**src/rtl/pixel_stream_writer_if.sv**
```systemverilog
// Byte-in / BRAM-write-out bundle for the pixel stream writer.
// The slave modport is the writer itself; the master modport is the
// UART receiver side that supplies bytes and watches the write port.
interface pixel_stream_writer_if #(
   parameter int BYTES_PER_PIXEL = 3,
   parameter int ADDR_W          = 18
);
   localparam int DATA_W = 8 * BYTES_PER_PIXEL;
   localparam int CNT_W  = $clog2(BYTES_PER_PIXEL) + 1;

   logic [7:0]        rx_byte;
   logic              rx_valid;
   logic              wr_en;
   logic              wr_we;
   logic [ADDR_W-1:0] wr_addr;
   logic [DATA_W-1:0] wr_data;
   logic              frame_done;
   logic              sync_err;
   logic              busy;
   logic [CNT_W-1:0]  byte_cnt;

   modport master (
      output rx_byte, rx_valid,
      input  wr_en, wr_we, wr_addr, wr_data, frame_done, sync_err, busy, byte_cnt
   );

   modport slave (
      input  rx_byte, rx_valid,
      output wr_en, wr_we, wr_addr, wr_data, frame_done, sync_err, busy, byte_cnt
   );
endinterface

```
**src/rtl/pixel_stream_writer.sv**
```systemverilog
// Pixel stream writer: packs received bytes into pixels and writes them
// to frame-buffer BRAM at sequential addresses, one frame at a time.
// A partial pixel left idle for too long is thrown away so the byte
// stream can resynchronise on pixel boundaries.
module pixel_stream_writer #(
   parameter int BYTES_PER_PIXEL = 3,
   parameter int ADDR_W          = 18,
   parameter int FRAME_PIXELS    = 196608,
   parameter bit MSB_FIRST       = 1'b1,
   parameter int TIMEOUT_CYCLES  = 1000000
) (
   input  logic                 clk,
   input  logic                 rst,
   pixel_stream_writer_if.slave bus
);

   localparam int DATA_W = 8 * BYTES_PER_PIXEL;
   localparam int CNT_W  = $clog2(BYTES_PER_PIXEL) + 1;
   localparam int TO_W   = (TIMEOUT_CYCLES > 0) ? $clog2(TIMEOUT_CYCLES + 1) : 1;
   localparam bit TO_EN  = (TIMEOUT_CYCLES > 0);

   localparam logic [ADDR_W-1:0] LAST_ADDR = ADDR_W'(FRAME_PIXELS - 1);
   localparam logic [CNT_W-1:0]  LAST_BYTE = CNT_W'(BYTES_PER_PIXEL - 1);
   localparam logic [TO_W-1:0]   TO_LIMIT  = TO_W'(TIMEOUT_CYCLES);
   localparam logic [TO_W-1:0]   TO_ARM    = TO_W'((TIMEOUT_CYCLES > 0) ? TIMEOUT_CYCLES - 1 : 0);

   typedef enum logic [1:0] {
      IDLE,
      COLLECT,
      DONE
   } state_t;

   state_t            state_q, state_d;
   logic [DATA_W-1:0] asm_q, asm_d;
   logic [DATA_W-1:0] asm_in;
   logic [CNT_W-1:0]  byte_cnt_q, byte_cnt_d;
   logic [ADDR_W-1:0] addr_q, addr_d;
   logic [DATA_W-1:0] data_q, data_d;
   logic              wr_en_q, wr_en_d;
   logic              sync_err_q, sync_err_d;
   logic [TO_W-1:0]   idle_q, idle_d;
   logic              timeout_hit;

   // Frame sequencing; a write to the last address always forces DONE
   // so frame_done follows that write by exactly one cycle.
   always_comb begin
      state_d = state_q;
      case (state_q)
         IDLE:    if (bus.rx_valid) state_d = COLLECT;
         COLLECT: state_d = COLLECT;
         DONE:    state_d = bus.rx_valid ? COLLECT : IDLE;
         default: state_d = IDLE;
      endcase
      if (wr_en_q && (addr_q == LAST_ADDR)) begin
         state_d = DONE;
      end
   end

   // Merge the incoming byte into the assembly word in the configured order.
   always_comb begin
      asm_in = asm_q;
      if (MSB_FIRST) begin
         asm_in = (asm_q << 8) | DATA_W'(bus.rx_byte);
      end else begin
         for (int i = 0; i < BYTES_PER_PIXEL; i++) begin
            if (byte_cnt_q == CNT_W'(i)) begin
               asm_in[8*i +: 8] = bus.rx_byte;
            end
         end
      end
   end

   // Byte counting, pixel completion, address stepping and the idle timeout.
   always_comb begin
      asm_d       = asm_q;
      byte_cnt_d  = byte_cnt_q;
      data_d      = data_q;
      wr_en_d     = 1'b0;
      sync_err_d  = 1'b0;
      addr_d      = addr_q;
      idle_d      = idle_q;
      timeout_hit = TO_EN && (state_q == COLLECT) && !bus.rx_valid && (idle_q == TO_ARM);

      if (wr_en_q) begin
         addr_d = (addr_q == LAST_ADDR) ? '0 : addr_q + ADDR_W'(1);
      end

      if (bus.rx_valid) begin
         asm_d = asm_in;
         if (byte_cnt_q == LAST_BYTE) begin
            data_d     = asm_in;
            wr_en_d    = 1'b1;
            byte_cnt_d = '0;
         end else begin
            byte_cnt_d = byte_cnt_q + CNT_W'(1);
         end
      end else if (timeout_hit && (byte_cnt_q != '0)) begin
         asm_d      = '0;
         byte_cnt_d = '0;
         sync_err_d = 1'b1;
      end

      if (!TO_EN || bus.rx_valid || (state_q != COLLECT)) begin
         idle_d = '0;
      end else if (idle_q != TO_LIMIT) begin
         idle_d = idle_q + TO_W'(1);
      end
   end

   // State and datapath registers, cleared asynchronously.
   always_ff @(posedge clk or negedge rst) begin
      if (!rst) begin
         state_q    <= IDLE;
         asm_q      <= '0;
         byte_cnt_q <= '0;
         addr_q     <= '0;
         data_q     <= '0;
         wr_en_q    <= 1'b0;
         sync_err_q <= 1'b0;
         idle_q     <= '0;
      end else begin
         state_q    <= state_d;
         asm_q      <= asm_d;
         byte_cnt_q <= byte_cnt_d;
         addr_q     <= addr_d;
         data_q     <= data_d;
         wr_en_q    <= wr_en_d;
         sync_err_q <= sync_err_d;
         idle_q     <= idle_d;
      end
   end

   assign bus.wr_en      = wr_en_q;
   assign bus.wr_we      = wr_en_q;
   assign bus.wr_addr    = addr_q;
   assign bus.wr_data    = data_q;
   assign bus.frame_done = (state_q == DONE);
   assign bus.sync_err   = sync_err_q;
   assign bus.busy       = (state_q != IDLE);
   assign bus.byte_cnt   = byte_cnt_q;

endmodule

```
**src/flat_wrapper.sv**
```systemverilog
// flat-port wrapper written by rule: the top's interface ports become plain ports
module pixel_stream_writer_flat 
#(
   parameter int BYTES_PER_PIXEL = 3,
   parameter int ADDR_W          = 18,
   parameter int FRAME_PIXELS    = 196608,
   parameter bit MSB_FIRST       = 1'b1,
   parameter int TIMEOUT_CYCLES  = 1000000
)
  (clk, rst, bus_rx_byte, bus_rx_valid, bus_wr_en, bus_wr_we, bus_wr_addr, bus_wr_data, bus_frame_done, bus_sync_err, bus_busy, bus_byte_cnt);
  pixel_stream_writer_if #(.BYTES_PER_PIXEL(BYTES_PER_PIXEL), .ADDR_W(ADDR_W)) bus_i ();
  input  logic clk;
  input  logic rst;
  input wire logic [$bits(bus_i.rx_byte)-1:0] bus_rx_byte;
  input wire logic [$bits(bus_i.rx_valid)-1:0] bus_rx_valid;
  output wire logic [$bits(bus_i.wr_en)-1:0] bus_wr_en;
  output wire logic [$bits(bus_i.wr_we)-1:0] bus_wr_we;
  output wire logic [$bits(bus_i.wr_addr)-1:0] bus_wr_addr;
  output wire logic [$bits(bus_i.wr_data)-1:0] bus_wr_data;
  output wire logic [$bits(bus_i.frame_done)-1:0] bus_frame_done;
  output wire logic [$bits(bus_i.sync_err)-1:0] bus_sync_err;
  output wire logic [$bits(bus_i.busy)-1:0] bus_busy;
  output wire logic [$bits(bus_i.byte_cnt)-1:0] bus_byte_cnt;
  assign bus_i.rx_byte = bus_rx_byte;
  assign bus_i.rx_valid = bus_rx_valid;
  assign bus_wr_en = bus_i.wr_en;
  assign bus_wr_we = bus_i.wr_we;
  assign bus_wr_addr = bus_i.wr_addr;
  assign bus_wr_data = bus_i.wr_data;
  assign bus_frame_done = bus_i.frame_done;
  assign bus_sync_err = bus_i.sync_err;
  assign bus_busy = bus_i.busy;
  assign bus_byte_cnt = bus_i.byte_cnt;
  pixel_stream_writer #(.BYTES_PER_PIXEL(BYTES_PER_PIXEL), .ADDR_W(ADDR_W), .FRAME_PIXELS(FRAME_PIXELS), .MSB_FIRST(MSB_FIRST), .TIMEOUT_CYCLES(TIMEOUT_CYCLES)) u_core (.clk(clk), .rst(rst), .bus(bus_i));
endmodule
```
**config.mk**
```make
export PLATFORM = sky130hd
export DESIGN_NAME = pixel_stream_writer_flat
export DESIGN_NICKNAME = d
export VERILOG_FILES = /design/src/rtl/pixel_stream_writer_if.sv /design/src/rtl/pixel_stream_writer.sv /design/src/flat_wrapper.sv
export SDC_FILE = /design/constraint.sdc
export NUM_CORES = 1
export LEC_CHECK = 0
export CORE_UTILIZATION = 53
export DETAILED_ROUTE_END_ITERATION = 10
export PLACE_DENSITY = 0.91
export RECOVER_POWER = 25
export SLEW_MARGIN = 25
export SYNTH_ARGS = -nofsm -noshare
export SYNTH_HDL_FRONTEND = slang
export SYNTH_SLANG_ARGS = --single-unit
```
**constraint.sdc**
```tcl
create_clock -name clk -period 2.13 [get_ports clk]
set_clock_uncertainty 0.15 [all_clocks]
set_input_delay 0.213 -clock clk [delete_from_list [all_inputs] [get_ports clk]]
set_output_delay 0.213 -clock clk [all_outputs]
set_load 0.005 [all_outputs]
```
==> out/qor.csv <==
metric,value,unit
status,"complete, no violations",
Post-DP HPWL,6070,um
initial antenna violation count,0,
first-pass GRT wire length,14300,um
"Async S/R FF share, synth",100,%
Initial Utilization,55.7,%
Fin. Hold Viols,0,
GP Congestion,0.857,
Max Fclk,508,MHz
GRT overflow,0,
Syn Area/Cell,11.3,um^2
synth warn,0,
Max Fanout on Critical Path,8,
setup TNS,0,ps
critical path class,register to register,
TritonCTS Sinks,85,
Synth cell types,43,
R2R Setup Slk,160,ps
Post-CTS Repair Setup Buffers,0,
Worst-Skew Late Latency,360,ps
Final Cycle Share,92.4,%
WP data arrival,2100,ps
Finished Core Util,71.1,%
Least-Margin Pin Slew,924,ps
largest net degree at the start of global routing,51,
num ports,61,
"Reg clk slew, reported paths",90,ps
synthesized area,3850,um^2
DIE HEIGHT,87.2,um
CTS Root Cell,clkbuf_8,
reg2reg end,u_core.idle_q[18],
CP max stage delay,520,ps
# nets final,429,
overall power,4.69,mW
Slew Limit Fails,0,
FP Rows,30,
cell depth of the worst flop-to-flop path,4,
Final ANT Viol Nets,0,
worst min path class,input pin to register,
critical path cell sequence,ha_1 > nand2_1 > or4_1 > a21oi_1,
Mapped Cells,341,
crit path launch type,register,
Pwr Density,955,nW/um^2
htree depth,3,
Total Routing Usage GR,25.0,%
I/O Buffers,60,
clk buf depth,2,
Required @ worst endpoint,2260,ps
vias in the first global route,2970,
static leakage power,2.13,nW
Max IR drop VDD,0.749,mV
register area share after synthesis,55.3,%
critical path capture point type,register,
die area,7600,um^2
CTS tree,done,
post-layout minimum cycle time,1970,ps
#FFs+latches synth,85,
vias post-DR,3017,
Top delay family on crit path,simple AND/OR/NAND/NOR gates,
Vias/cell,5.85,
Slew HR,38.4,%
ANT cells,0,
Die X,87.2,um
net count after synthesis,355,
WL/cell,16.9,um
RSZ-0062 raised after global routing,no,
router iterations before antenna repair,5,
hold wc startpoint,bus_rx_byte[5],
total wire length,8740,um
Max Cap Viol,0,
post-route insts no fill,516,
dominant synthesized flop cell,dfrtp_1,
hold path depth,2,
CTS Buf Count,9,
"EDFF count, synth",0,
CP bufs+invs,0,
critical path's slowest cell,dfrtp_1,
Setup Viol. Count Final,0,
drt initial violations,175,
worst hold endpoint,u_core.asm_q[5],
Remaining DRCs,0,
layout cell share with drive strength beyond 1,16.4,%
Syn-to-layout area delta,27.7,%
placed insts,499,
Core Box Area,6910,um^2
RR Startpoint,u_core.idle_q[1],
through the flow:
step / hold slack [ps] / setup slack (ps) / area, um^2
global route: 357 / 61.5 / 4910
global placement: 43.2 / 48.5 / 4650
floorplan: -233 / 202 / 3850
detailed placement: 46.1 / 54.3 / 4650
finish: 349 / 162 / 4910
CTS: 201 / 74.8 / 4910
where the power goes:
part | total [mW] | switching (mW) | internal (mW)
Clock | 1.39 | 0.604 | 0.785
Sequential | 2.15 | 0.229 | 1.92
Combinational | 1.16 | 0.379 | 0.776
logic make-up (layout without fill, tap and decap cells):
| logic type | Yosys count | count (layout) | synth area share, % |
|---|---|---|---|
| AOI/OAI and AO/OA | 50 | 50 | 8.81 |
| xor gates and xnor gates | 22 | 22 | 5.01 |
| adders and majority gates | 3 | 3 | 0.976 |
| buffers and inverters | 25 | 104 | 2.83 |
| DFF | 85 | 85 | 55.3 |
| muxes | 26 | 26 | 7.58 |
| and+or+nand+nor | 130 | 130 | 19.5 |
synth_stat cells, types with 7 or more instances:
cell type | number | share of area, %
a22o_1 | 18 | 4.1
mux2_2 | 25 | 7.3
nand4_1 | 10 | 1.6
nor2_1 | 20 | 2.0
nor2b_1 | 20 | 3.3
inv_1 | 8 | 0.78
xor2_1 | 15 | 3.4
a21oi_1 | 15 | 2.0
o21ai_0 | 8 | 1.0
dfrtp_1 | 85 | 55
and4_1 | 8 | 1.8
xnor2_1 | 7 | 1.6
clkbuf_1 | 10 | 0.98
nand2_1 | 13 | 1.3
nand3_1 | 20 | 2.6
layer usage:
| layer | share of wire, % | track usage, % |
|---|---|---|
| met4 | 1.9 | 10.6 |
| met3 | 6.1 | 5.21 |
| met2 | 49 | 40.0 |
| met1 | 43 | 33.2 |
| met5 | 0 | 0 |
final cells by class:
class / count / area (um^2)
Clock buffer: 9 / 124
Clock inverter: 7 / 121
Fill cell: 500 / 1990
Inverter: 8 / 30.0
Multi-Input combinational cell: 231 / 1620
Sequential cell: 85 / 2130
Tap cell: 96 / 120
Timing Repair Buffer: 80 / 773
layout by cell type (no fill, tap or decap), types with 8 or more instances in the layout:
cell,instances
nand3_1,20
clkbuf_8,9
dfrtp_1,85
nand2_1,13
mux2_2,25
a22o_1,18
clkdlybuf4s50_1,59
nand4_1,10
o21ai_0,8
and4_1,8
xor2_1,15
nor2_1,20
buf_4,17
inv_1,8
nor2b_1,20
a21oi_1,15
how the worst max path moves through the flow:
| stage | startpoint | to | cells after the start |
|---|---|---|---|
| finish | u_core.idle_q[1] | u_core.idle_q[18] | 4 |
| detailed placement | bus_rx_valid | u_core.bus.byte_cnt[1] | 6 |
| global route | u_core.idle_q[10] | u_core.idle_q[19] | 4 |
| global placement | bus_rx_valid | u_core.bus.byte_cnt[0] | 6 |
| floorplan | u_core.idle_q[12] | u_core.asm_q[6] | 6 |
| CTS | u_core.bus.wr_addr[6] | u_core.bus.wr_addr[15] | 4 |
sequential cells by signal, indices dropped and copies added (netlist names):
| signal | flops |
|---|---|
| u_core.bus.sync_err | 1 |
| u_core.bus.wr_data | 24 |
| u_core.bus.byte_cnt | 3 |
| u_core.asm_q | 16 |
| u_core.state_q | 2 |
| u_core.bus.wr_en | 1 |
| u_core.bus.wr_addr | 18 |
| u_core.idle_q | 20 |
timing repair:
item | 4_1_cts | 5_1_grt
hold buffers | 1 | 0
endpoints found under the hold margin | 35 | 0
resized for setup | 0 | 1
endpoints found under the setup margin | 0 | 3
(Power assumes the default switching activity.)
